**src/rtl/fifo_stream_reader.sv**
```systemverilog
// -----------------------------------------------------------------------------
// fifo_stream_reader
//
// Read-side adapter for a simple dual-port-RAM FIFO whose read port has one
// cycle of latency. Words are pulled with fifo_read, captured the following
// cycle from fifo_read_data, and presented on a valid/ready output stream
// at full throughput. A two-entry circular buffer holds captured words so a
// read that is already in flight when the consumer stalls always has a slot.
//
// Handshake: a word transfers on every rising edge where out_valid and
// out_ready are both high. Once out_valid is high, out_valid and out_data
// hold steady until that transfer happens. out_ready is a don't-care while
// out_valid is low.
//
// Ports
//   clk             single clock, rising edge
//   reset           asynchronous, active-low reset
//   fifo_empty      FIFO empty flag
//   fifo_read       FIFO read strobe (combinational)
//   fifo_read_data  FIFO read data, valid the cycle after fifo_read
//   flush           synchronous discard of buffered and in-flight words
//   out_valid       out_data holds a word (registered)
//   out_data        head word (registered)
//   out_ready       consumer accepts the word
//   word_count      16-bit transfer counter, wraps; only when the macro
//                   FIFO_STREAM_READER_CNT_EN is defined
// -----------------------------------------------------------------------------
module fifo_stream_reader #(
    parameter int FIFO_DATA_WIDTH = 8
) (
    input  logic                       clk,
    input  logic                       reset,
    input  logic                       fifo_empty,
    output logic                       fifo_read,
    input  logic [FIFO_DATA_WIDTH-1:0] fifo_read_data,
    input  logic                       flush,
    output logic                       out_valid,
    output logic [FIFO_DATA_WIDTH-1:0] out_data,
    input  logic                       out_ready
`ifdef FIFO_STREAM_READER_CNT_EN
    ,
    output logic [15:0]                word_count
`endif
);

    // Buffer storage and bookkeeping
    logic [FIFO_DATA_WIDTH-1:0] buf0_q;
    logic [FIFO_DATA_WIDTH-1:0] buf1_q;
    logic                       head_q;
    logic [1:0]                 cnt_q;
    logic                       inflight_q;
    logic                       out_valid_q;
    logic [FIFO_DATA_WIDTH-1:0] out_data_q;

    // Next-state values
    logic [FIFO_DATA_WIDTH-1:0] nxt_buf0;
    logic [FIFO_DATA_WIDTH-1:0] nxt_buf1;
    logic                       nxt_head;
    logic [1:0]                 nxt_cnt;
    logic                       tail;
    logic                       pop;
    logic [2:0]                 occ;

    assign pop = out_valid_q & out_ready;

    // Slots that will be claimed after this edge: stored words plus the
    // word arriving from the FIFO, minus the word leaving. pop implies
    // cnt_q >= 1, so this never underflows.
    assign occ = {1'b0, cnt_q} + {2'b00, inflight_q} - {2'b00, pop};

    // Issue a read only if its word is guaranteed a slot when it lands.
    assign fifo_read = reset & ~flush & ~fifo_empty & (occ < 3'd2);

    // With a word in flight cnt_q is at most 1, so the tail is head or
    // head+1 and never collides with the entry being popped.
    assign tail = head_q ^ cnt_q[0];

    always_comb begin
        nxt_buf0 = buf0_q;
        nxt_buf1 = buf1_q;
        nxt_head = head_q ^ pop;
        nxt_cnt  = occ[1:0];
        if (inflight_q && !flush) begin
            if (tail) begin
                nxt_buf1 = fifo_read_data;
            end else begin
                nxt_buf0 = fifo_read_data;
            end
        end
        if (flush) begin
            nxt_head = 1'b0;
            nxt_cnt  = 2'd0;
        end
    end

    always_ff @(posedge clk or negedge reset) begin
        if (!reset) begin
            buf0_q      <= '0;
            buf1_q      <= '0;
            head_q      <= 1'b0;
            cnt_q       <= 2'd0;
            inflight_q  <= 1'b0;
            out_valid_q <= 1'b0;
            out_data_q  <= '0;
        end else begin
            buf0_q      <= nxt_buf0;
            buf1_q      <= nxt_buf1;
            head_q      <= nxt_head;
            cnt_q       <= nxt_cnt;
            inflight_q  <= fifo_read;
            // Outputs are registered copies of the next head entry so the
            // consumer sees clean flop outputs.
            out_valid_q <= (nxt_cnt != 2'd0);
            out_data_q  <= nxt_head ? nxt_buf1 : nxt_buf0;
        end
    end

    assign out_valid = out_valid_q;
    assign out_data  = out_data_q;

`ifdef FIFO_STREAM_READER_CNT_EN
    logic [15:0] word_count_q;

    // Counts every transfer, including one in a flush cycle; only reset
    // clears it.
    always_ff @(posedge clk or negedge reset) begin
        if (!reset) begin
            word_count_q <= 16'd0;
        end else if (pop) begin
            word_count_q <= word_count_q + 16'd1;
        end
    end

    assign word_count = word_count_q;
`endif

endmodule

```
**config.mk**
```make
export PLATFORM = sky130hd
export DESIGN_NAME = fifo_stream_reader
export DESIGN_NICKNAME = d
export VERILOG_FILES = /design/src/rtl/fifo_stream_reader.sv
export SDC_FILE = /design/constraint.sdc
export NUM_CORES = 1
export LEC_CHECK = 0
export BUFFER_PORTS_ARGS = -buffer_cell sky130_fd_sc_hd__clkbuf_2
export CAP_MARGIN = 10
export CORE_ASPECT_RATIO = 0.7
export CORE_UTILIZATION = 34
export CTS_BUF_LIST = sky130_fd_sc_hd__clkbuf_16
export DETAILED_ROUTE_END_ITERATION = 8
export GPL_TIMING_DRIVEN = 1
export PLACE_DENSITY = 0.61
export SYNTH_ARGS = -nofsm -noshare
export SYNTH_HDL_FRONTEND = slang
export SYNTH_SLANG_ARGS = --single-unit
export TNS_END_PERCENT = 10
```
**constraint.sdc**
```tcl
create_clock -name clk -period 2.7 [get_ports clk]
set_input_delay 0.54 -clock clk [delete_from_list [all_inputs] [get_ports clk]]
set_output_delay 0.54 -clock clk [all_outputs]
set_load 0.01 [all_outputs]
```
======== Word level (Yosys, flattened, before mapping) ========
Index checks and enable logic that the tools add are counted.
word-level totals
  flip-flop bits (word level) ............. 29
  latch bits .............................. 0
  RAM bits ................................ 0
  memory bits (read-only) ................. 0
  input bits .............................. 13
  output and inout bits ................... 10
  logic and storage cells ................. 28
  memories kept ........................... 0
operators by class
  $add $sub $neg .......................... 2
  $mul .................................... 0
  divide/modulo/power cells ............... 0
  magnitude comparators ................... 1
  equality and inequality tests ........... 0
  shift-type cells ........................ 0
  multiplexer cells ....................... 7
  bitwise operators ....................... 8
  reduce and logical (&&, ||, !) cells .... 3
operators by type and width
  operator            number
  $mux 8              5
  $and 1x1->1         4
  $add 2x1->3         1
  $lt 3x2->1 const B  1
  $sub 3x1->3         1
  $mux 2              1
  $not 1->1           2
  $reduce_bool 2->1   1
  $xor 1x1->1         2
  $logic_and 1x1->1   1
  $logic_not 1->1     1
  $mux 1              1

======== Logic depth before layout (Yosys ltp) ========
  depth after elaboration ................. 4
  depth in mapped cells ................... 9
  gate-level depth less buffers ........... 9

======== Worst setup path before layout ========
OpenSTA, ideal clock, no wires.
  path type ............................... input-to-output
  start ................................... input out_ready
  end ..................................... output fifo_read
  arrival time ............................ 1.952 ns
  path slack .............................. 0.208 ns
  stages .................................. 9
  path buffers ............................ 0
  cell sequence ........................... nand2_2 > inv_1 > ha_1 > inv_1 > ha_1 > inv_1 > fa_1 > nand4_1 > nor2_1
on the way
  longest elaborated chain between the ends .. 4
RTL lines
  item         RTL line  text
  from (decl)  39        input logic out_ready
  $and 1x1->1  64        assign pop = out_valid_q & out_ready;
  $sub 3x1->3  69        assign occ = {1'b0, cnt_q} + {2'b00, inflight_q} - {2'b00, pop};
  $lt 3x2->1   72        assign fifo_read = reset & ~flush & ~fifo_empty & (occ < 3'd2);
  $and 1x1->1  72
  to (decl)    34        output logic fifo_read,
Every way passes these cells.

======== Worst setup path in the final report ========
  start ................................... register out_valid_q (netlist: out_valid)
  end ..................................... output fifo_read
on the way
  longest elaborated chain between the ends .. 4
RTL lines
  item                    RTL line  text
  from (decl)             52        logic out_valid_q;
  from (signal assigned)  113       out_valid_q <= (nxt_cnt != 2'd0);
  $and 1x1->1             64
  $sub 3x1->3             69
  $lt 3x2->1              72
  $and 1x1->1             72
Every way passes these cells.

==> flow_metrics.py <==
metrics = {
    "outcome": {
        "status": "completed",
    },
    "min_path": {
        "min_path_type": "in2async",
    },
    "sta": {
        "timing.max_slew.rel_slack_pct": 53.5,
        "finalHoldViolations": 0,
        "setup_ws_ns": 0.0983,
        "finalClockSkew_ns": 0.00490,
        "setup_viol": 0,
        "max_freq_mhz": 384,
        "maxSlewViolCount": 0,
        "timing.hold.ws_ns": 0.288,
        "finalCriticalPeriod_ns": 2.60,
        "rsz0062_at_grt": "yes",
        "tightest_slew_ns": 0.693,
        "min_period_over_period_pct": 96.4,
    },
    "clock_tree": {
        "clk_path_buf_depth": 2,
        "clkLatencyLatePin_ns": 0.27,
        "cts_buffers": 5,
        "cts.clk_slew.worst_paths_ns": 0.05,
        "cts_sinks": 29,
        "cts_htree_levels": 2,
        "clock-root-buffer": "clkbuf_16",
        "cts_tree": "yes",
    },
    "cells_and_area": {
        "finalNetCount": 167,
        "final_layout_size_suffix_gt1_share_pct": 28.9,
        "mostFrequentLayoutCells": "29 x dfrtp_1, 27 x inv_1, 21 x clkbuf_2, 9 x nand2_1, 9 x o21ai_0",
        "fin_util_pct": 46.1,
        "final_common_cell": "dfrtp_1",
        "fin_cells": 202,
        "area_growth_pct": 29.2,
        "n_fill_cell": 327,
        "antenna_cells": 0,
        "final_area_mm2": 0.00163,
    },
    "worst_setup_path": {
        "critical_path.max_stage_delay_ns": 0.52,
        "slowest_stage": "fa_1",
        "crit_type": "reg2out",
        "critPathMaxFanout": 2,
        "cp-start-kind": "flip-flop",
        "critical_path_required_ns": 2.16,
        "r2r_start": "out_valid",
        "critical_path_arrival_ns": 2.06,
        "rr_worst_depth": 10,
        "reg2reg_slack_ns": 0.73,
        "reg2reg_to": "out_valid",
        "cp-end-kind": "primary output",
        "path_cells": "nand2_2 -> inv_2 -> ha_4 -> inv_4 -> ha_4 -> inv_2 -> fa_1 -> nand4_1 -> nor2_2 -> buf_2",
    },
    "die": {
        "core_area_mm2": 0.00354,
        "die-height_um": 53.0,
        "die_area_mm2": 0.00396,
        "die_w_um": 74.8,
        "rows": 18,
        "ioPinCount": 23,
        "start_util_pct": 35.7,
    },
    "yosys": {
        "synth.largest_area_cell": "dfrtp_1",
        "syn_inst": 119,
        "ys_seq_elements": 29,
        "synth_top_area_share_pct": 57.5,
        "synth-seq-area-share_pct": 57.5,
        "syn-num-nets": 135,
        "avgSynthCellArea_um2": 10.6,
        "synth.area.top_cells": "dfrtp_1 58%, inv_1 9.2%, a222oi_1 6.3%, mux2i_1 6.3%, o21ai_0 3.6%",
        "yosysWarnings": 0,
        "syn_area_mm2": 0.00126,
        "ys_types": 23,
    },
    "placed_design": {
        "routabilityCongestion": 0.770,
        "dpl.cell_count": 191,
        "port_buffers": 22,
        "hpwl_um": 1730,
        "pre_cts_slack_ns": 0.0465,
        "place_area_mm2": 0.00144,
    },
    "global_routing": {
        "grt_pass1_vias": 954,
        "grt_pass1_wl_um": 4280,
        "antenna_found_initial": 0,
        "grtUsageTotal_pct": 15.4,
        "grt_overflow_total": 0,
        "grt_max_degree": 30,
    },
    "routing": {
        "first_iter_violations": 60,
        "vias": 920,
        "ant_nets": 0,
        "wirelength_um": 2510,
        "first_pass_iters": 4,
        "drc": 0,
        "wl_per_cell_um": 12.4,
        "drt-vias-per-instance": 4.55,
    },
    "power_and_ir_drop": {
        "p_leak_nw": 0.803,
        "p_per_area_mw_per_mm2": 1060,
        "peakVddDrop_uv": 514,
    },
    "flow_run": {
        "drv_cap": 0,
    },
}
per-stage QoR:
stage / setup TNS [ns] / power [mW]
floorplan: 0 / 1.03
global placement: 0 / 1.16
detailed placement: 0 / 1.19
CTS: 0 / 1.71
global route: -0.0475 / 1.87
finish: 0 / 1.73
metal layers:
| metal | wire length (um) | vias up | part of all wire (%) | GRT usage [%] |
|---|---|---|---|---|
| li1 | - | 456 | - | - |
| met1 | 1160 | 426 | 46 | 19.2 |
| met2 | 1110 | 35 | 44 | 24.3 |
| met3 | 215 | 3 | 8.6 | 5.52 |
| met4 | 29 | 0 | 1.2 | 6.29 |
| met5 | 0 | - | 0 | 0 |
cell type report:
type	instances	area, um2	area share, %
sequential	29	726	44.5
multi-input combinational	57	437	26.8
timing repair buffer	27	148	9.06
clock buffer	5	125	7.68
inverter	31	119	7.30
tap	50	62.6	3.84
clock inverter	3	12.5	0.768
critical path: cells and delay by family, from the launching register on:
| family | cells | cell delay (ns) |
|---|---|---|
| adder cells (fa/ha/maj) | 3 | 0.84 |
| flip-flops | 1 | 0.38 |
| AND/OR/NAND/NOR | 3 | 0.31 |
| buffers and inverters | 4 | 0.26 |
cell usage after synthesis:
master	count
nand2_2	1
o21ai_0	9
ha_1	2
nand2_1	9
xnor2_1	1
inv_1	31
nand3_1	1
clkbuf_2	1
xor2_1	3
o21ai_1	1
nor2_1	5
or2_2	1
fa_1	1
a221o_2	1
a222oi_1	8
buf_2	1
o2111ai_1	1
nor2b_1	1
nand4_1	1
nor2_2	1
dfrtp_1	29
a21oi_1	2
mux2i_1	8
how the worst max path moves through the flow:
stage               slack, ns  depth (start not counted)   endpoint      start
floorplan                0.21                          9  fifo_read  out_ready
detailed placement       0.05                         11  fifo_read  out_ready
global placement         0.12                         11  fifo_read  out_ready
CTS                     0.009                         10  fifo_read  out_valid
finish                    0.1                         10  fifo_read  out_valid
global route            -0.05                         10  fifo_read  out_valid
where the power goes:
group          leakage (nW)  total, mW  internal [mW]  switching (mW)
logic                 0.383      0.511          0.240           0.271
clock network        0.0687      0.503          0.331           0.172
registers             0.351      0.718          0.630          0.0883
state kept, by name (all words and copies together), names as in the netlist:
register	flops
buf0_q	8
buf1_q	8
cnt_q	2
head_q	1
inflight_q	1
out_data	8
out_valid	1
cell families (layout without fill, tap and decap cells):
family	Yosys count	count (layout)	synth area share (%)
AOI/OAI and AO/OA	22	22	12.7
buffers and inverters	33	66	10.0
adders and majority gates	3	3	3.57
DFF	29	29	57.5
and+or+nand+nor	20	20	7.04
xor gates and xnor gates	4	4	2.78
muxes	8	8	6.35
what timing repair did:
item                                    in CTS  in global routing
buffers inserted                             1                  2
pin swaps                                    1                  4
hold buffers                                 0                  0
endpoints found under the setup margin       1                  1
gates resized for setup                      0                 10
(Power assumes the default switching activity.)
